**src/rtl/instruction_fetch.sv**
```systemverilog
// ---------------------------------------------------------------------------
// instruction_fetch
//   Fetch stage of the multi-cycle core. Takes the current PC, issues a single
//   outstanding read to instruction memory (req/gnt + rvalid), captures the
//   returned word into the instruction register and pulses pc_write so the
//   program counter advances. Misaligned PCs, bus errors and response
//   timeouts are reported as a held fault until a flush.
//
// Ports
//   clk          core clock, rising edge
//   rst          asynchronous active-low reset
//   fetch_en     control FSM requests a fetch of pc
//   pc           current PC from programCounter
//   flush        redirect; discard any in-flight or held fetch
//   imem_req     read request to instruction memory
//   imem_addr    word-aligned read address
//   imem_gnt     memory accepts the request this cycle
//   imem_rvalid  read data / error valid this cycle
//   imem_rdata   read data
//   imem_err     bus error, qualified by imem_rvalid
//   ir           captured instruction
//   ir_pc        address the instruction in ir was fetched from
//   ir_valid     ir holds an unconsumed instruction
//   ir_ready     decode consumes ir this cycle
//   pc_write     one-cycle pulse to programCounter PCWrite
//   fetch_fault  fault held
//   fault_cause  00 none, 01 misaligned, 10 bus error, 11 timeout
//   busy         FSM not in IDLE
// ---------------------------------------------------------------------------
module instruction_fetch #(
  parameter logic [31:0] START_ADDRESS  = 32'h0100_0000,
  parameter int unsigned TIMEOUT_CYCLES = 16,
  parameter logic [31:0] NOP_INSTR      = 32'h0000_0013
) (
  input  logic        clk,
  input  logic        rst,
  input  logic        fetch_en,
  input  logic [31:0] pc,
  input  logic        flush,
  output logic        imem_req,
  output logic [31:0] imem_addr,
  input  logic        imem_gnt,
  input  logic        imem_rvalid,
  input  logic [31:0] imem_rdata,
  input  logic        imem_err,
  output logic [31:0] ir,
  output logic [31:0] ir_pc,
  output logic        ir_valid,
  input  logic        ir_ready,
  output logic        pc_write,
  output logic        fetch_fault,
  output logic [1:0]  fault_cause,
  output logic        busy
);

  localparam int unsigned XLEN = 32;
  localparam int unsigned TW   = 8;
  localparam logic [TW-1:0] TIMER_LAST = TW'(TIMEOUT_CYCLES - 1);

  typedef enum logic [2:0] {
    S_IDLE  = 3'd0,
    S_REQ   = 3'd1,
    S_WAIT  = 3'd2,
    S_FULL  = 3'd3,
    S_FAULT = 3'd4
  } state_t;

  typedef enum logic [1:0] {
    C_NONE     = 2'b00,
    C_MISALIGN = 2'b01,
    C_BUS      = 2'b10,
    C_TIMEOUT  = 2'b11
  } cause_t;

  state_t          state_q, state_d;
  logic            req_q, req_d;
  logic [XLEN-1:0] addr_q, addr_d;
  logic [XLEN-1:0] ir_q, ir_d;
  logic [XLEN-1:0] ir_pc_q, ir_pc_d;
  logic            ir_valid_q, ir_valid_d;
  logic            pc_write_q, pc_write_d;
  logic            fault_q, fault_d;
  cause_t          cause_q, cause_d;
  logic [TW-1:0]   timer_q, timer_d;
  logic            discard_q, discard_d;
  logic            busy_q, busy_d;

  logic misaligned;
  assign misaligned = |pc[1:0];

  // State and output registers.
  always_ff @(posedge clk or negedge rst) begin
    if (!rst) begin
      state_q    <= S_IDLE;
      req_q      <= 1'b0;
      addr_q     <= START_ADDRESS;
      ir_q       <= NOP_INSTR;
      ir_pc_q    <= START_ADDRESS;
      ir_valid_q <= 1'b0;
      pc_write_q <= 1'b0;
      fault_q    <= 1'b0;
      cause_q    <= C_NONE;
      timer_q    <= '0;
      discard_q  <= 1'b0;
      busy_q     <= 1'b0;
    end else begin
      state_q    <= state_d;
      req_q      <= req_d;
      addr_q     <= addr_d;
      ir_q       <= ir_d;
      ir_pc_q    <= ir_pc_d;
      ir_valid_q <= ir_valid_d;
      pc_write_q <= pc_write_d;
      fault_q    <= fault_d;
      cause_q    <= cause_d;
      timer_q    <= timer_d;
      discard_q  <= discard_d;
      busy_q     <= busy_d;
    end
  end

  // Next-state and next-output logic.
  always_comb begin
    state_d    = state_q;
    req_d      = req_q;
    addr_d     = addr_q;
    ir_d       = ir_q;
    ir_pc_d    = ir_pc_q;
    ir_valid_d = ir_valid_q;
    pc_write_d = 1'b0;
    fault_d    = fault_q;
    cause_d    = cause_q;
    timer_d    = timer_q;
    discard_d  = discard_q;

    case (state_q)
      S_IDLE: begin
        if (!flush && fetch_en) begin
          if (misaligned) begin
            state_d = S_FAULT;
            fault_d = 1'b1;
            cause_d = C_MISALIGN;
          end else begin
            state_d = S_REQ;
            req_d   = 1'b1;
            addr_d  = {pc[XLEN-1:2], 2'b00};
          end
        end
      end

      // Request is never withdrawn; a flush only marks the response as dead.
      S_REQ: begin
        if (flush) discard_d = 1'b1;
        if (imem_gnt) begin
          state_d = S_WAIT;
          req_d   = 1'b0;
          timer_d = '0;
        end
      end

      // Response beats timeout when both land in the same cycle.
      S_WAIT: begin
        if (imem_rvalid) begin
          if (discard_q || flush) begin
            state_d   = S_IDLE;
            discard_d = 1'b0;
          end else if (imem_err) begin
            state_d = S_FAULT;
            fault_d = 1'b1;
            cause_d = C_BUS;
          end else begin
            state_d    = S_FULL;
            ir_d       = imem_rdata;
            ir_pc_d    = addr_q;
            ir_valid_d = 1'b1;
            pc_write_d = 1'b1;
          end
        end else if (timer_q == TIMER_LAST) begin
          state_d   = S_FAULT;
          fault_d   = 1'b1;
          cause_d   = C_TIMEOUT;
          discard_d = 1'b0;
        end else begin
          timer_d = timer_q + TW'(1);
          if (flush) discard_d = 1'b1;
        end
      end

      // Hold ir until consumed; a consume with fetch_en chains straight into REQ.
      S_FULL: begin
        if (flush) begin
          state_d    = S_IDLE;
          ir_valid_d = 1'b0;
          ir_d       = NOP_INSTR;
        end else if (ir_ready) begin
          ir_valid_d = 1'b0;
          if (!fetch_en) begin
            state_d = S_IDLE;
          end else if (misaligned) begin
            state_d = S_FAULT;
            fault_d = 1'b1;
            cause_d = C_MISALIGN;
          end else begin
            state_d = S_REQ;
            req_d   = 1'b1;
            addr_d  = {pc[XLEN-1:2], 2'b00};
          end
        end
      end

      // Only a flush leaves the fault state.
      S_FAULT: begin
        ir_valid_d = 1'b0;
        req_d      = 1'b0;
        if (flush) begin
          state_d = S_IDLE;
          fault_d = 1'b0;
          cause_d = C_NONE;
        end
      end

      default: begin
        state_d    = S_IDLE;
        req_d      = 1'b0;
        ir_valid_d = 1'b0;
        fault_d    = 1'b0;
        cause_d    = C_NONE;
        discard_d  = 1'b0;
      end
    endcase

    busy_d = (state_d != S_IDLE);
  end

  assign imem_req    = req_q;
  assign imem_addr   = addr_q;
  assign ir          = ir_q;
  assign ir_pc       = ir_pc_q;
  assign ir_valid    = ir_valid_q;
  assign pc_write    = pc_write_q;
  assign fetch_fault = fault_q;
  assign fault_cause = cause_q;
  assign busy        = busy_q;

endmodule
```
**config.mk**
```make
export PLATFORM = sky130hd
export DESIGN_NAME = instruction_fetch
export DESIGN_NICKNAME = d
export VERILOG_FILES = /design/src/rtl/instruction_fetch.sv
export SDC_FILE = /design/constraint.sdc
export NUM_CORES = 1
export LEC_CHECK = 0
export BUFFER_PORTS_ARGS = -buffer_cell sky130_fd_sc_hd__buf_2
export CORE_MARGIN = 1
export CORE_UTILIZATION = 53
export CTS_CLUSTER_SIZE = 14
export DETAILED_ROUTE_END_ITERATION = 16
export HOLD_SLACK_MARGIN = 0.03
export PLACE_DENSITY = 0.86
export RECOVER_POWER = 25
export SKIP_LAST_GASP = 1
export SYNTH_ARGS = -nofsm -noshare
export SYNTH_HDL_FRONTEND = slang
export SYNTH_SLANG_ARGS = --single-unit
```
**constraint.sdc**
```tcl
create_clock -name clk -period 3.6 [get_ports clk]
set_clock_uncertainty 0.15 [all_clocks]
set_input_delay 0.72 -clock clk [delete_from_list [all_inputs] [get_ports clk]]
set_output_delay 0.72 -clock clk [all_outputs]
set_load 0.02 [all_outputs]
```
# Word level (Yosys, flattened, before mapping)
# Index checks and enable logic that the tools add are counted.
# op_classes
add_sub_neg,1
eq_ne,22
n_mux,71
bitwise_logic,6
n_reduce_logical,19
# ops
op,count
32-bit 2-to-1 mux,9
32-bit one-hot mux with 2 select lines,2
3-bit 2-to-1 mux,11
1-bit 2-to-1 mux,29
8-bit 2-to-1 mux,3
"2-bit != test, second input constant",12
2-bit 2-to-1 mux,10
8-bit one-hot mux with 2 select lines,1
"3-bit != test, second input constant",5
3-bit one-hot mux with 5 select lines,1
5-bit AND reduction,3
2-bit one-hot mux with 5 select lines,1
9-bit AND reduction,1
"8-bit by 1-bit adder with 8-bit output, second input constant",1
"8-bit by 4-bit == test with 1-bit output, second input constant",1
4-bit AND reduction,2
"3-bit by 2-bit == test with 1-bit output, second input constant",2
1-bit inverter,6
1-bit one-hot mux with 3 select lines,2
6-bit AND reduction,1
2-bit nonzero test,3
1-bit one-hot mux with 5 select lines,1
1-bit one-hot mux with 4 select lines,1
2-bit OR reduction,2
9 further kinds,9
# word_totals
regBits,115
inputBits,72
output_inout_bits,103
wordCells,131

# Longest topological paths before layout
# depth
word_depth,7
mapped_depth,8

# Worst setup path before layout
# No wires, ideal clock.
# synth_path
path_kind,input to register
startpoint,in flush
endpoint,"reg addr_q[10], in the netlist imem_addr[10]"
arrival_ns,2.014
required_time_ns,3.325
path_slack_ns,1.311
path_stages,6
path_buffers,1
path_cell_list,nand2b_1 -> nor3_1 -> nand2_1 -> a21oi_1 -> buf_2 -> mux2_2
# synth_between
elab_chain_cells,4
elab_cells_between_ends,5
cone_classes,2 x eq/ne; 3 x reduce/logical
# synth_rtl
item,line,rtl
"start, declared",39,"input logic flush,"
1-bit zero test,138,if (!flush && fetch_en) begin
1-bit logical AND,138,
2-bit != test (no line),-,
5-bit AND reduction (no line) (*),-,
"end signal, assigned",109,addr_q <= addr_d;
"end, declared",77,"logic [XLEN-1:0] addr_q, addr_d;"
# Mark *: on every way between the ends. The rest lies on a longest branch, timed or not.
# A chain may end at the register's enable or synchronous reset.

# Worst setup path after layout
# layout_path
startpoint,reg state_q[1]
endpoint,"reg ir_pc_q[7], in the netlist ir_pc[7]"
# layout_between
elab_chain_cells,2
# layout_rtl
item,line,rtl
"start, declared",75,"state_t state_q, state_d;"
"start signal, assigned",107,state_q <= state_d;
3-bit by 2-bit == test with 1-bit output,136,case (state_q)
4-bit AND reduction (no line),-,
"end signal, assigned",111,ir_pc_q <= ir_pc_d;
"end, declared",79,"logic [XLEN-1:0] ir_pc_q, ir_pc_d;"
# Every way passes these cells.

==> results.md <==
- DRT Pass-1 Iters: 5
- CTS max path bufs: 2
- Die Y: around 95 µm
- Commonest non-fill, non-tap cell in the layout: buf_2
- Port bufs: 170
- Seq/Total Area, Yosys: between 60 and 70%
- WL final: about 10000 µm
- Distinct cells, synth: 50
- Syn. warnings: 0
- Peak VDD IR: 0.0003971 V
- Antenna viol nets, final: 0
- Gr usage total: 23.11%
- Post-layout nets: 627
- Clk slew on worst S/H paths: about 0.11 ns
- Setup CP Type: flip-flop to flip-flop
- H-tree depth: 3
- Post-CTS Setup Bufs: 0
- Synth-to-layout area growth: 24.99%
- Crit Path Max Fanout: 35
- Max stage delay on crit path: about 0.83 ns
- Fillers: between 600 and 700
- Vias in the first global route: 3331
- Max_cap viols: 0
- Rel. slew slack: 7.834%
- DIE WIDTH: roughly 95 µm
- Setup TNS: 0 ns
- Count of final setup violators: 0
- WHS Endpoint: ir[27]
- Worst endpoint required time: ~3.7 ns
- Hold_sp: ir[27]
- Hold Vio Cnt, Final: 0
- Remaining DRCs: 0
- CORE AREA: 8258 µm²
- Slew @ Worst Pin: about 1.4 ns
- Die area: approximately 9000 µm²
- Gr ovfl total: 0
- LEAKAGE: roughly 3.1 nW
- Final Cycle Share: between 70% and 80%
- Synthesized area: around 4600 µm²
- RSZ-0062 raised after global routing: false
- Clock sinks: approximately 110
- Yosys reg bits: roughly 110
- Slew Viols, Final: 0
- Count of flip-flops with a built-in enable after synthesis: 0
- Reg-to-reg endpoint: ir_pc[7]
- WP data arrival: ~2.9 ns
- Dominant synthesized flop cell: dfrtp_1
- Num CTS Buffers: 9
- Initial Util: a little under three fifths
- Critical path cell sequence: nor3b_1 > and4b_2 > buf_12 > mux2_2
- Reg2reg path depth: 4
- Period minus WS final: approximately 2.8 ns
- Status: finished, final reports clean
- Top Ports: 175
- TritonCTS clock tree: yes
- Largest net degree at the start of global routing: between 50 and 60
- Syn Area/Cell: about 12 µm²
- R2r startpoint: state_q[1]
- Hold crit path type: flip-flop to flip-flop
- HPWL Detailed: 7472 µm
- Rows: 33
- DR iter-0 viols: 181
- Post-CTS sizing: 0
- Startpoint Class: flip-flop
- Clk_lat worst skew: approximately 0.36 ns
- Max Freq: ~360 MHz
- Vias: between 3000 and 4000
- Routed WL per cell: approximately 16 µm
- Power density over cell area: approximately 620 nW/µm²
- Design Area, Final: around 5700 µm²
- Cell count after synthesis: about 390
- CP endpoint kind: flip-flop
- Root Buffer: clkbuf_8
- Ant. Diodes: 0
- Via density: 5.386
- Global-route wire length before repair: about 16000 µm
- Hold depth: 2
- Initial antenna violation count: 0
- Post-DP Area: around 5500 µm²
- Commonest non-fill, non-tap cells in the layout: 169 x buf_2, 106 x dfrtp_1, 70 x nand2_1
- Slowest cell on the critical path: and4b_2
- Worst R2R Setup Slack: ~0.85 ns
- Share of layout cells above drive strength 1: 47.94%
- Gp weighted congestion: 0.8944
- Asr flop ratio synth: 100.0%
- Hold buffers post-CTS: 0
## final cells by class
| cell class | count | area, µm² | share of cell area [%] |
|---|---|---|---|
| clock buffer | 10 | 127.6 | 2.236 |
| clock inverter | 6 | 53.80 | 0.9426 |
| inverter | 4 | 15.01 | 0.2630 |
| multi-input combinational | 250 | 1675 | 29.35 |
| sequential | 111 | 2784 | 48.77 |
| tap | 105 | 131.4 | 2.302 |
| timing repair buffer | 178 | 920.9 | 16.13 |
## registers in the layout, indices dropped and copies added (netlist names)
| signal | count |
|---|---|
| busy | 1 |
| discard_q | 1 |
| fault_cause | 2 |
| fetch_fault | 1 |
| imem_addr | 30 |
| imem_req | 1 |
| ir | 32 |
| ir_pc | 30 |
| ir_valid | 1 |
| pc_write | 1 |
| state_q | 3 |
| timer_q | 8 |
## power breakdown
group	internal (W)	switching, W	total [W]
sequential	0.00156	0.000199	0.00176
clock	0.000263	0.000420	0.000684
combinational	0.000436	0.000684	0.00112
## kinds of logic after synthesis
kind of cell,after synthesis,synth area share [%]
AOI/OAI and AO/OA,35,5.096
xor gates and xnor gates,4,0.7670
adders and majority gates,1,0.2739
buffers and inverters,29,2.959
DFF,111,60.96
muxes,60,14.79
other,1,0.08211
and+or+nand+nor,146,15.07
## Yosys cell counts, drive strengths merged, types with 3 or more instances
| library cell | count | area share [%] |
|---|---|---|
| dfrtp | 106 | 58 |
| nand2 | 70 | 5.8 |
| mux2 | 60 | 15 |
| nand3 | 34 | 3.7 |
| nor2 | 16 | 1.3 |
| clkbuf | 13 | 1.1 |
| buf | 12 | 1.5 |
| o21ai | 11 | 1.3 |
| a21oi | 8 | 0.88 |
| dfstp | 5 | 2.9 |
| inv | 4 | 0.33 |
| nand2b | 4 | 0.55 |
| nor3 | 4 | 0.55 |
| xnor2 | 4 | 0.77 |
| and3 | 3 | 0.41 |
## worst max path at each step
stage | slack (ns) | end | cells after the start | start
6_report | 0.85 | ir_pc[7] | 4 | state_q[1]
5_1_grt | 0.75 | ir_pc[11] | 4 | state_q[1]
4_1_cts | 0.87 | ir_pc[7] | 4 | state_q[1]
3_5_place_dp | 0.85 | ir_pc[7] | 5 | flush
3_3_place_gp | 0.92 | ir_pc[11] | 5 | flush
2_1_floorplan | 1.31 | imem_addr[10] | 6 | flush
## worst max-delay path, delay by kind of cell, from the launching register on
family                 cells  cell delay (ns)
and+or+nand+nor            2             1.25
buffers and inverters      1             0.28
DFF                        1             0.60
muxes                      1             0.35
## layer usage
metal	wire, µm	GRT usage, %	part of all wire (%)
met1	4210	28.32	41
met4	136	7.955	1.3
met2	5070	39.87	49
met3	884	5.556	8.6
met5	0	0	0
## metrics by stage
step | cells | setup slack [ns] | power [W] | utilization (%) | hold WS [ns]
floorplan | 390 | 1.311 | 0.002443 | - | 0.2744
global placement | 648 | 0.9211 | 0.002866 | 67.14 | 0.2930
detailed placement | 648 | 0.8533 | 0.002917 | 67.14 | 0.3019
CTS | 664 | 0.8682 | 0.003601 | 69.33 | 0.2771
global route | 664 | 0.7498 | 0.003769 | 69.12 | 0.3433
finish | 664 | 0.8461 | 0.003564 | 69.12 | 0.3188
Note: power is estimated with default switching activity, not from simulation.
